<file path="config.mk">
export PLATFORM = sky130hd
export DESIGN_NAME = float_div_seq_flat
export DESIGN_NICKNAME = d
export VERILOG_FILES = /design/src/rtl/float_div_seq_pkg.sv /design/src/rtl/float_div_seq_if.sv /design/src/rtl/float_div_special.sv /design/src/rtl/float_div_seq.sv /design/src/flat_wrapper.sv
export SDC_FILE = /design/constraint.sdc
export NUM_CORES = 1
export LEC_CHECK = 0
export ABC_AREA = 1
export BUFFER_PORTS_ARGS = -buffer_cell sky130_fd_sc_hd__buf_2
export CORE_MARGIN = 4
export CORE_UTILIZATION = 30
export CTS_BUF_LIST = sky130_fd_sc_hd__clkbuf_4 sky130_fd_sc_hd__clkbuf_8
export DETAILED_ROUTE_END_ITERATION = 8
export PLACE_DENSITY_LB_ADDON = 0.25
export SYNTH_ARGS = -nofsm -noshare
export SYNTH_HDL_FRONTEND = slang
export SYNTH_HIERARCHICAL = 1
export SYNTH_SLANG_ARGS = --single-unit
</file>
<file path="constraint.sdc">
create_clock -name clk -period 5.5 [get_ports clk]
set_input_delay 1.1 -clock clk [delete_from_list [all_inputs] [get_ports clk]]
set_output_delay 1.1 -clock clk [all_outputs]
set_load 0.05 [all_outputs]
</file>
<file path="src/rtl/float_div_seq_pkg.sv">
// ============================================================================
// Module      : float_div_seq_pkg
// Description : Shared FSM states and format constants for float_div_seq.
// Revision    : 1.0 - initial release
// ============================================================================
`default_nettype none

package float_div_seq_pkg;

    typedef enum logic [1:0] {
        ST_IDLE = 2'd0,
        ST_DIV  = 2'd1,
        ST_NORM = 2'd2,
        ST_DONE = 2'd3
    } state_t;

    function automatic int unsigned c_bias(input int unsigned e);
        return (32'd1 << (e - 1)) - 32'd1;
    endfunction

    // Packed {sign=0, exp=all-ones, mant=0}; callers truncate to 1+E+M bits.
    function automatic logic [63:0] c_inf_bits(input int unsigned e, input int unsigned m);
        return ((64'd1 << e) - 64'd1) << m;
    endfunction

    function automatic logic [63:0] c_qnan_bits(input int unsigned e, input int unsigned m);
        return c_inf_bits(e, m) | (64'd1 << (m - 1));
    endfunction

endpackage

`default_nettype wire

</file>
<file path="src/rtl/float_div_seq_if.sv">
// ============================================================================
// Module      : float_div_seq_if
// Description : Operand/result handshake bundle for float_div_seq.
// Revision    : 1.0 - initial release
// ============================================================================
`default_nettype none

interface float_div_seq_if #(
    parameter int E = 8,
    parameter int M = 23
);
    localparam int W = 1 + E + M;

    logic         in_valid;
    logic         in_ready;
    logic [W-1:0] a;
    logic [W-1:0] b;
    logic         out_valid;
    logic         out_ready;
    logic [W-1:0] q;
    logic [3:0]   flags;

    modport slave (
        input  in_valid, a, b, out_ready,
        output in_ready, out_valid, q, flags
    );

    modport master (
        output in_valid, a, b, out_ready,
        input  in_ready, out_valid, q, flags
    );
endinterface

`default_nettype wire

</file>
<file path="src/rtl/float_div_special.sv">
// ============================================================================
// Module      : float_div_special
// Description : Classifies operands (zero/Inf/NaN) and forms special results.
// Revision    : 1.0 - initial release
// ============================================================================
`default_nettype none

module float_div_special
    import float_div_seq_pkg::*;
#(
    parameter int E = 8,
    parameter int M = 23
) (
    input  wire logic [E+M:0] i_a,
    input  wire logic [E+M:0] i_b,
    output logic              o_special,
    output logic [E+M:0]      o_q,
    output logic [3:0]        o_flags
);
    localparam int W = 1 + E + M;
    localparam logic [W-1:0] c_inf  = W'(c_inf_bits(E, M));
    localparam logic [W-1:0] c_qnan = W'(c_qnan_bits(E, M));

    logic w_sign;
    logic w_a_zero, w_a_inf, w_a_nan;
    logic w_b_zero, w_b_inf, w_b_nan;

    // Denormals share exponent 0 with zero and are flushed with it.
    assign w_sign   = i_a[W-1] ^ i_b[W-1];
    assign w_a_zero = (i_a[W-2:M] == '0);
    assign w_b_zero = (i_b[W-2:M] == '0);
    assign w_a_inf  = (&i_a[W-2:M]) && (i_a[M-1:0] == '0);
    assign w_b_inf  = (&i_b[W-2:M]) && (i_b[M-1:0] == '0);
    assign w_a_nan  = (&i_a[W-2:M]) && (i_a[M-1:0] != '0);
    assign w_b_nan  = (&i_b[W-2:M]) && (i_b[M-1:0] != '0);

    always_comb begin
        o_special = 1'b1;
        o_q       = '0;
        o_flags   = 4'b0000;
        if (w_a_nan || w_b_nan || (w_a_zero && w_b_zero) || (w_a_inf && w_b_inf)) begin
            o_q     = c_qnan;
            o_flags = 4'b1000;
        end else if (w_a_inf) begin
            o_q = {w_sign, c_inf[W-2:0]};
        end else if (w_b_zero) begin
            o_q     = {w_sign, c_inf[W-2:0]};
            o_flags = 4'b0100;
        end else if (w_a_zero || w_b_inf) begin
            o_q = {w_sign, {(W-1){1'b0}}};
        end else begin
            o_special = 1'b0;
        end
    end

endmodule

`default_nettype wire

</file>
<file path="src/rtl/float_div_seq.sv">
// ============================================================================
// Module      : float_div_seq
// Description : Sequential restoring-division floating-point divider.
// Revision    : 1.0 - initial release
// ============================================================================
`default_nettype none

module float_div_seq
    import float_div_seq_pkg::*;
#(
    parameter int E = 8,
    parameter int M = 23
) (
    input  wire logic      clk,
    input  wire logic      rst_n,
    float_div_seq_if.slave bus
);
    localparam int W  = 1 + E + M;
    localparam int CW = $clog2(M + 2);
    localparam logic [W-1:0]        c_inf      = W'(c_inf_bits(E, M));
    localparam logic signed [E+1:0] c_bias_x   = (E+2)'(c_bias(E));
    localparam logic signed [E+1:0] c_exp_max  = (E+2)'((1 << E) - 1);
    localparam logic [CW-1:0]       c_last_cnt = CW'(M + 1);

    state_t                r_state_q, w_state_d;
    logic                  r_sign_q, w_sign_d;
    logic signed [E+1:0]   r_exp_q, w_exp_d;
    logic [M+1:0]          r_rem_q, w_rem_d;
    logic [M:0]            r_div_q, w_div_d;
    logic [M+1:0]          r_quo_q, w_quo_d;
    logic [CW-1:0]         r_cnt_q, w_cnt_d;
    logic [W-1:0]          r_q_q, w_q_d;
    logic [3:0]            r_flags_q, w_flags_d;
    logic                  r_in_ready_q, w_in_ready_d;
    logic                  r_out_valid_q, w_out_valid_d;

    logic                  w_sp_special;
    logic [W-1:0]          w_sp_q;
    logic [3:0]            w_sp_flags;

    float_div_special #(.E(E), .M(M)) u_special (
        .i_a       (bus.a),
        .i_b       (bus.b),
        .o_special (w_sp_special),
        .o_q       (w_sp_q),
        .o_flags   (w_sp_flags)
    );

    logic signed [E+1:0] w_exp_cap;
    logic                w_ge;
    logic [M:0]          w_diff;
    logic [M:0]          w_rem_next;
    logic signed [E+1:0] w_exp_adj;
    logic [M-1:0]        w_mant;

    assign w_exp_cap = $signed({2'b00, bus.a[W-2:M]}) - $signed({2'b00, bus.b[W-2:M]}) + c_bias_x;

    // A kept remainder is always below the divisor, so M+1 bits of difference suffice.
    assign w_ge       = (r_rem_q >= {1'b0, r_div_q});
    assign w_diff     = r_rem_q[M:0] - r_div_q;
    assign w_rem_next = w_ge ? w_diff : r_rem_q[M:0];

    assign w_exp_adj = r_exp_q - $signed({{(E+1){1'b0}}, ~r_quo_q[M+1]});
    assign w_mant    = r_quo_q[M+1] ? r_quo_q[M:1] : r_quo_q[M-1:0];

    always_comb begin
        w_state_d     = r_state_q;
        w_sign_d      = r_sign_q;
        w_exp_d       = r_exp_q;
        w_rem_d       = r_rem_q;
        w_div_d       = r_div_q;
        w_quo_d       = r_quo_q;
        w_cnt_d       = r_cnt_q;
        w_q_d         = r_q_q;
        w_flags_d     = r_flags_q;
        w_in_ready_d  = r_in_ready_q;
        w_out_valid_d = r_out_valid_q;
        case (r_state_q)
            ST_IDLE: begin
                if (bus.in_valid) begin
                    w_in_ready_d = 1'b0;
                    if (w_sp_special) begin
                        w_q_d         = w_sp_q;
                        w_flags_d     = w_sp_flags;
                        w_out_valid_d = 1'b1;
                        w_state_d     = ST_DONE;
                    end else begin
                        w_sign_d  = bus.a[W-1] ^ bus.b[W-1];
                        w_exp_d   = w_exp_cap;
                        w_rem_d   = {2'b01, bus.a[M-1:0]};
                        w_div_d   = {1'b1, bus.b[M-1:0]};
                        w_quo_d   = '0;
                        w_cnt_d   = '0;
                        w_state_d = ST_DIV;
                    end
                end
            end
            ST_DIV: begin
                w_quo_d = {r_quo_q[M:0], w_ge};
                w_rem_d = {w_rem_next, 1'b0};
                w_cnt_d = r_cnt_q + 1'b1;
                if (r_cnt_q == c_last_cnt) begin
                    w_state_d = ST_NORM;
                end
            end
            ST_NORM: begin
                if (w_exp_adj >= c_exp_max) begin
                    w_q_d     = {r_sign_q, c_inf[W-2:0]};
                    w_flags_d = 4'b0010;
                end else if (w_exp_adj[E+1] || (w_exp_adj == '0)) begin
                    w_q_d     = {r_sign_q, {(W-1){1'b0}}};
                    w_flags_d = 4'b0001;
                end else begin
                    w_q_d     = {r_sign_q, w_exp_adj[E-1:0], w_mant};
                    w_flags_d = 4'b0000;
                end
                w_out_valid_d = 1'b1;
                w_state_d     = ST_DONE;
            end
            ST_DONE: begin
                if (bus.out_ready) begin
                    w_out_valid_d = 1'b0;
                    w_in_ready_d  = 1'b1;
                    w_state_d     = ST_IDLE;
                end
            end
            default: w_state_d = ST_IDLE;
        endcase
    end

    always_ff @(posedge clk or negedge rst_n) begin
        if (!rst_n) begin
            r_state_q     <= ST_IDLE;
            r_sign_q      <= 1'b0;
            r_exp_q       <= '0;
            r_rem_q       <= '0;
            r_div_q       <= '0;
            r_quo_q       <= '0;
            r_cnt_q       <= '0;
            r_q_q         <= '0;
            r_flags_q     <= '0;
            r_in_ready_q  <= 1'b1;
            r_out_valid_q <= 1'b0;
        end else begin
            r_state_q     <= w_state_d;
            r_sign_q      <= w_sign_d;
            r_exp_q       <= w_exp_d;
            r_rem_q       <= w_rem_d;
            r_div_q       <= w_div_d;
            r_quo_q       <= w_quo_d;
            r_cnt_q       <= w_cnt_d;
            r_q_q         <= w_q_d;
            r_flags_q     <= w_flags_d;
            r_in_ready_q  <= w_in_ready_d;
            r_out_valid_q <= w_out_valid_d;
        end
    end

    assign bus.in_ready  = r_in_ready_q;
    assign bus.out_valid = r_out_valid_q;
    assign bus.q         = r_q_q;
    assign bus.flags     = r_flags_q;

endmodule

`default_nettype wire

</file>
<file path="src/flat_wrapper.sv">
// flat-port wrapper written by rule: the top's interface ports become plain ports
module float_div_seq_flat import float_div_seq_pkg::*;
#(
    parameter int E = 8,
    parameter int M = 23
)
  (clk, rst_n, bus_in_valid, bus_a, bus_b, bus_out_ready, bus_in_ready, bus_out_valid, bus_q, bus_flags);
  float_div_seq_if #(.E(E), .M(M)) bus_i ();
  input  wire logic clk;
  input  wire logic rst_n;
  input wire logic [$bits(bus_i.in_valid)-1:0] bus_in_valid;
  input wire logic [$bits(bus_i.a)-1:0] bus_a;
  input wire logic [$bits(bus_i.b)-1:0] bus_b;
  input wire logic [$bits(bus_i.out_ready)-1:0] bus_out_ready;
  output wire logic [$bits(bus_i.in_ready)-1:0] bus_in_ready;
  output wire logic [$bits(bus_i.out_valid)-1:0] bus_out_valid;
  output wire logic [$bits(bus_i.q)-1:0] bus_q;
  output wire logic [$bits(bus_i.flags)-1:0] bus_flags;
  assign bus_i.in_valid = bus_in_valid;
  assign bus_i.a = bus_a;
  assign bus_i.b = bus_b;
  assign bus_i.out_ready = bus_out_ready;
  assign bus_in_ready = bus_i.in_ready;
  assign bus_out_valid = bus_i.out_valid;
  assign bus_q = bus_i.q;
  assign bus_flags = bus_i.flags;
  float_div_seq #(.E(E), .M(M)) u_core (.clk(clk), .rst_n(rst_n), .bus(bus_i));
endmodule
</file>
Word-level counts from Yosys, hierarchy flattened:

Cells that the tools add are included.

* memory bits (read-only): 0
* RAM bits: 0
* latch bits: 0
* flip-flop bits (word level): 130
* memories: 0
* bits of input ports: 68
* word-level logic and storage cells: 105
* output and inout bits: 38

* $mul: 0
* bitwise logic cells: 3
* mux-type cells: 44
* shift operators: 0
* order comparisons: 2
* equality and inequality tests: 9
* reductions and logical operators: 31
* divide/modulo/power cells: 0
* $add $sub $neg: 5

Operators by type and width (number)
* two-way mux 32 bit: 6
* two-way mux 25 bit: 4
* case mux 25 bit (2 select lines): 2
* case mux 32 bit (2 select lines): 1
* two-way mux 31 bit: 2
* zero test 23 bit: 2
* nonzero test 23 bit: 2
* greater-or-equal comparator 25 x 24 -> 1 bit: 1
* two-way mux 24 bit: 1
* subtractor 24 bit: 1
* two-way mux 23 bit: 1
* zero test 8 bit: 2
* two-way mux 4 bit: 4
* AND reduction 8 bit: 2
* AND reduction 3 bit: 5
* adder 10 x 8 -> 10 bit (second input constant): 1
* greater-or-equal comparator 10 x 9 -> 1 bit (second input constant): 1
* zero test 10 bit: 1
* two-way mux 1 bit: 10
* two-way mux 5 bit: 2
* case mux 5 bit (2 select lines): 1
* subtractor 10 x 2 -> 10 bit: 1
* subtractor 8 x 8 -> 9 bit: 1
* two-way mux 2 bit: 4
* 19 further kinds: 36

Depth between registers and ports, before layout:

* word-level depth: 10
* gate-level depth with buffers: 18
* gate-level depth less buffers: 17

By module:

The synthesis kept the hierarchy.

By module, submodules not included
* float_div_seq: times used 1, cells each 1296, seq. area each 3254.4 um^2, area an instance 8951.1 um^2
* float_div_special: times used 1, cells each 121, seq. area each 0.0 um^2, area an instance 631.9 um^2

Worst setup path after synthesis:

Ideal clock, no wire load.

* path kind: input to register
* start point: input bus_a[24]
* end point: register u_core.r_q_q[29], in the netlist u_core/bus.q[29]
* data arrival time: 2.780 ns
* path slack: 2.657 ns
* library setup time: 0.063 ns
* stages: 14
* buffers on the path: 1
* data required time: 5.437 ns
* path through: or2_4 nor3_4 inv_2 o21ai_2 a21oi_1 nand2_1 nand2_1 o21ai_0 nand2_1 clkinv_1 clkbuf_1 nor2_1 o21bai_1 inv_1

* elaborated cells on any way between the ends: 21
* classes of those cells: eq/ne: 1; mux: 9; reduce/logical: 11

RTL lines
* start: declaration: line flat_wrapper.sv:12 `input wire logic [$bits(bus_i.a)-1:0] bus_a;`
* zero test 8 bit or AND reduction 8 bit (tied branches): line float_div_special.sv:30, float_div_special.sv:32, float_div_special.sv:34
* logical OR 1 bit or logical AND 1 bit (tied branches): line float_div_special.sv:49, float_div_special.sv:34
* two-way mux 1 bit or logical OR 1 bit (tied branches): line float_div_special.sv:49, float_div_special.sv:41
* two-way mux 1 bit or logical OR 1 bit (tied branches): line float_div_special.sv:46, float_div_special.sv:41
* two-way mux 1 bit or logical OR 1 bit (tied branches): line float_div_special.sv:44, float_div_special.sv:41
* two-way mux 1 bit *: line float_div_special.sv:41 `if (w_a_nan || w_b_nan || (w_a_zero && w_b_zero) || (w_a_inf && w_b_inf)) begin`
* via u_core.w_sp_special: line float_div_seq.sv:37 `logic w_sp_special;`
* inequality test 2 bit (no source line) *
* AND reduction 3 bit (no source line) *
* end signal: assignment: line float_div_seq.sv:152 `r_q_q <= w_q_d;`
* end: declaration: line float_div_seq.sv:32 `logic [W-1:0] r_q_q, w_q_d;`

The timed path passes the listed nets; every way through them passes the cells marked *. The select of a mux whose other input is x is not followed.
A chain may end at the register's enable or synchronous reset.

Worst setup path in the final report:

* start point: input bus_b[3]
* end point: register u_core.r_rem_q[4]

* cells in the longest elaborated chain, start to end: 9
* elaborated cells on any way between the ends: 15
* classes of those cells: eq/ne: 1; mux: 4; reduce/logical: 10

RTL lines
* start: declaration: line flat_wrapper.sv:13 `input wire logic [$bits(bus_i.b)-1:0] bus_b;`
* zero test 23 bit: line float_div_special.sv:33 `assign w_b_inf = (&i_b[W-2:M]) && (i_b[M-1:0] == '0);`
* logical AND 1 bit: line float_div_special.sv:33
* logical OR 1 bit: line float_div_special.sv:49 `end else if (w_a_zero || w_b_inf) begin`
* two-way mux 1 bit: line float_div_special.sv:49
* two-way mux 1 bit: line float_div_special.sv:46 `end else if (w_b_zero) begin`
* two-way mux 1 bit: line float_div_special.sv:44 `end else if (w_a_inf) begin`
* two-way mux 1 bit *: line float_div_special.sv:41
* via u_core.w_sp_special: line float_div_seq.sv:37
* inequality test 2 bit (no source line) *
* AND reduction 3 bit (no source line) *
* end signal: assignment: line float_div_seq.sv:148 `r_rem_q <= w_rem_d;`
* end: declaration: line float_div_seq.sv:28 `logic [M+1:0] r_rem_q, w_rem_d;`

The timed path passes the listed nets; every way through them passes the cells marked *.

==> flow_metrics.tcl <==
set metrics [dict create \
    synth-seq-area-share_pct 34.0 \
    hold_viol 0 \
    final_cell_mix "416 x sky130_fd_sc_hd__nand2_1, 193 x sky130_fd_sc_hd__inv_1, 161 x sky130_fd_sc_hd__nor2_1, 129 x sky130_fd_sc_hd__dfrtp_1, 104 x sky130_fd_sc_hd__buf_2" \
    period_minus_slack_ps 3920 \
    synth-edff-count 0 \
    synth_top_cells_by_area "sky130_fd_sc_hd__dfrtp_1 34%, sky130_fd_sc_hd__nand2_1 16%, sky130_fd_sc_hd__inv_1 7.6%, sky130_fd_sc_hd__nor2_1 6.3%, sky130_fd_sc_hd__ha_1 5.4%" \
    cts-hold-fix-buffers 0 \
    die_w_um 187 \
    setup_tns_ps 0 \
    gr-usage-all-layers_pct 15.5 \
    status "finished, final reports clean" \
    cts.reportedPaths.clkPinSlew_ps 70 \
    clockPowerShare_pct 12.1 \
    firstDrtPassIters 5 \
    nets 1603 \
    setup.worst_path.start "bus_b[3]" \
    first_global_vias 8576 \
    final_design_area_no_fill_mm2 0.0107 \
    number_of_buffers_between_clock_root_and_the_deepest_sink 2 \
    ys_seq_elements 130 \
    most_common_cell_after_layout_fill_and_taps_aside "sky130_fd_sc_hd__nand2_1" \
    synthDistinctLibCells 48 \
    peakVddDrop_uv 309 \
    r2r_start "u_core/r_state_q[0]$_DFFE_PN0P_" \
    start_util_pct 30.4 \
    diodes 0 \
    antenna_found_initial 0 \
    std_cell_rows 65 \
    cts.repair.resized 0 \
    routed_wire_length_per_instance_um 14.3 \
    synth.yosys.warnings 6 \
    power.leakage_nw 5.42 \
    slew_viol_final 0 \
    grt_start_max_net_pins 102 \
    instance_count_of_the_mapped_netlist 1417 \
    syn-cell-area_mm2 0.00958 \
    worst-path-stages 16 \
    clock_insertion_delay_worst_skew_ps 450 \
    r2r.worst_path.cells 10 \
    most_used_cell_along_the_critical_path "sky130_fd_sc_hd__nand2_1" \
    worstPathRequired_ps 5880 \
    tritoncts_clock_tree "done" \
    synth.avg_cell_area_um2 6.76 \
    power_switching_mw 3.67 \
    power.share.switching_pct 54.5 \
    achievable-frequency_mhz 255 \
    crit_path_max_fanout 62 \
    worstHoldPathType "register to register" \
    cts_post_setup_buffers_inserted 0 \
    critPathLaunchType "input pin" \
    die_height_um 187 \
    boundary_pins 106 \
    core_area_mm2 0.0316 \
    worstPathCellList "buf_2 > nor2_1 > nand2_1 > nor2_1 > nand3_1 > inv_1 > nand2_1 > a21oi_1 > nand2_1 > nor2_4 > buf_4 > inv_1 > nor2_1 > buf_4 > nand2_1 > nand3_1" \
    placed_cell_area_mm2 0.0103 \
    rsz0062_at_grt "no" \
    max_stage_delay_ps 510 \
    criticalPathCategory "input pin to register" \
    synthToLayoutAreaGrowth_pct 11.3 \
    finalClockSkew_ps 10.9 \
    power_per_cell_area_mw_per_mm2 631 \
    htree_levels 4 \
    tritoncts.num_buffers 17 \
    yosys.area.top_type_share_pct 33.7 \
    postSynth.topFlopCell "sky130_fd_sc_hd__dfrtp_1" \
    p_comb_share_pct 64.7 \
    detail_route.iter0.violations 621 \
    critPathArrivalTime_ps 4300 \
    final.hold.worst_slack_ps 459 \
    worst_pin_slew_ps 983 \
    wire_length_of_the_first_global_routing_pass_mm 44.5 \
    port-buffer-count 105 \
    routed-via-count 8875 \
    final_ant_viol_nets 0 \
    relSlewSlack_pct 34.5 \
    finalWirelength_mm 27.2 \
    die-area_mm2 0.0349 \
    regToRegEndpoint "u_core/r_rem_q[4]$_DFFE_PN0P_" \
    tritoncts_sink_count 130 \
    post-dp-hpwl_mm 20.5 \
    worst_path_dominant_cell_family "simple AND/OR/NAND/NOR gates" \
    vias_per_cell 4.66 \
    synth_top_cell_by_area "sky130_fd_sc_hd__dfrtp_1" \
    final_min_period_over_clock_period_pct 71.2 \
    share_seq_of_total_power_pct 23.2 \
    postSynth.asyncResetShare_pct 100 \
    end_kind "register" \
    drc 0 \
    capturing_element_of_the_worst_setup_path "u_core/r_rem_q[4]$_DFFE_PN0P_" \
    layout-drive-gt1-share_pct 13.5 \
    crit_slowest_cell "sky130_fd_sc_hd__nor2_1" \
    internal_power_mw 3.06 \
    cp_num_buf_inv 5 \
    cts_root_buffer "sky130_fd_sc_hd__clkbuf_8" \
    gr-total-overflow 0 \
    final-setup-viol-count 0 \
    reg2reg_slack_ps 2570 \
    max_cap_violations 0 \
    utilization_pct 33.8 \
    globalplace.congestion 0.914 \
]
[cell families after synthesis]
group | count (synthesis) | synth area share (%)
simple gates | 748 | 34.0
buf+inv | 286 | 13.2
compound gates | 187 | 10.9
flops | 130 | 34.0
fa+ha+maj | 43 | 5.77
xor+xnor | 22 | 2.21
other cells | 1 | 0.0391
[per-stage QoR]
stage,setup WS (ps),std cells,total power [mW]
after global placement,1260,1875,5.89
after detailed placement,1160,1875,5.93
after CTS,1650,1905,6.79
after global routing,1340,1905,7.41
after floorplan,2660,1440,4.94
final,1580,1905,6.73
[registers in the layout, indices dropped and copies added, names as in the netlist, 2 cells and up]
signal,cells
u_core/r_state_q,2
u_core/bus.flags,4
u_core/bus.q,32
u_core/r_div_q,24
u_core/r_quo_q,25
u_core/r_exp_q,10
u_core/r_cnt_q,5
u_core/r_rem_q,25
[cell usage after synthesis (all sizes together) (2+ instances only)]
master	instances
nand2	426
inv	202
nor2	173
dfrtp	129
nand3	77
o21ai	76
a21oi	63
buf	56
nand4	49
ha	41
o22ai	27
clkbuf	26
nor3	12
xor2	12
o21bai	11
xnor2	10
or2	6
a31oi	4
nand3b	4
a211oi	3
clkinv	2
fa	2
[per-layer routing]
layer  vias to the layer above  track usage, %  routed length, um
li1                       4578               -                  -
met1                      4070            21.4              13200
met2                       191            24.7              12100
met3                        36            2.58               1060
met4                         0            5.38                752
met5                         -               0                  0
[worst register-to-register path, cell delays in order, from the launching register on]
cell	delay, ps
sky130_fd_sc_hd__dfrtp_1	410
sky130_fd_sc_hd__inv_1	110
sky130_fd_sc_hd__ha_1	270
sky130_fd_sc_hd__nand2_1	140
sky130_fd_sc_hd__nor2_4	120
sky130_fd_sc_hd__buf_4	490
sky130_fd_sc_hd__inv_1	390
sky130_fd_sc_hd__nor2_1	510
sky130_fd_sc_hd__buf_4	270
sky130_fd_sc_hd__nand2_1	70
sky130_fd_sc_hd__nand3_1	80
[worst min path at each step]
stage | to | depth (start not counted) | startpoint
finish | u_core/r_div_q[23]$_DFFE_PN0P_ | 2 | u_core/r_div_q[23]$_DFFE_PN0P_
global route | u_core/r_div_q[23]$_DFFE_PN0P_ | 2 | u_core/r_div_q[23]$_DFFE_PN0P_
CTS | u_core/r_div_q[23]$_DFFE_PN0P_ | 2 | u_core/r_div_q[23]$_DFFE_PN0P_
detailed placement | u_core/r_div_q[23]$_DFFE_PN0P_ | 2 | u_core/r_div_q[23]$_DFFE_PN0P_
global placement | u_core/r_div_q[23]$_DFFE_PN0P_ | 2 | u_core/r_div_q[23]$_DFFE_PN0P_
floorplan | u_core/r_div_q[23]$_DFFE_PN0P_ | 2 | u_core/r_div_q[23]$_DFFE_PN0P_
[layout make-up]
type | count | area (um^2)
inverters | 204 | 766
fillers | 3454 | 20900
flip-flops and latches | 130 | 3250
clock inverters | 9 | 110
well taps | 402 | 503
multi-input cells | 1024 | 5150
repair buffers | 115 | 607
clock buffers | 21 | 270
[power by group through the flow]
stage	clock, mW	combinational [mW]	sequential, mW
floorplan	0	2.97	1.97
global placement	0	4.31	1.57
detailed placement	0	4.36	1.58
CTS	0.850	4.37	1.56
global route	0.894	4.91	1.61
finish	0.817	4.36	1.56
(Power assumes the default switching activity.)
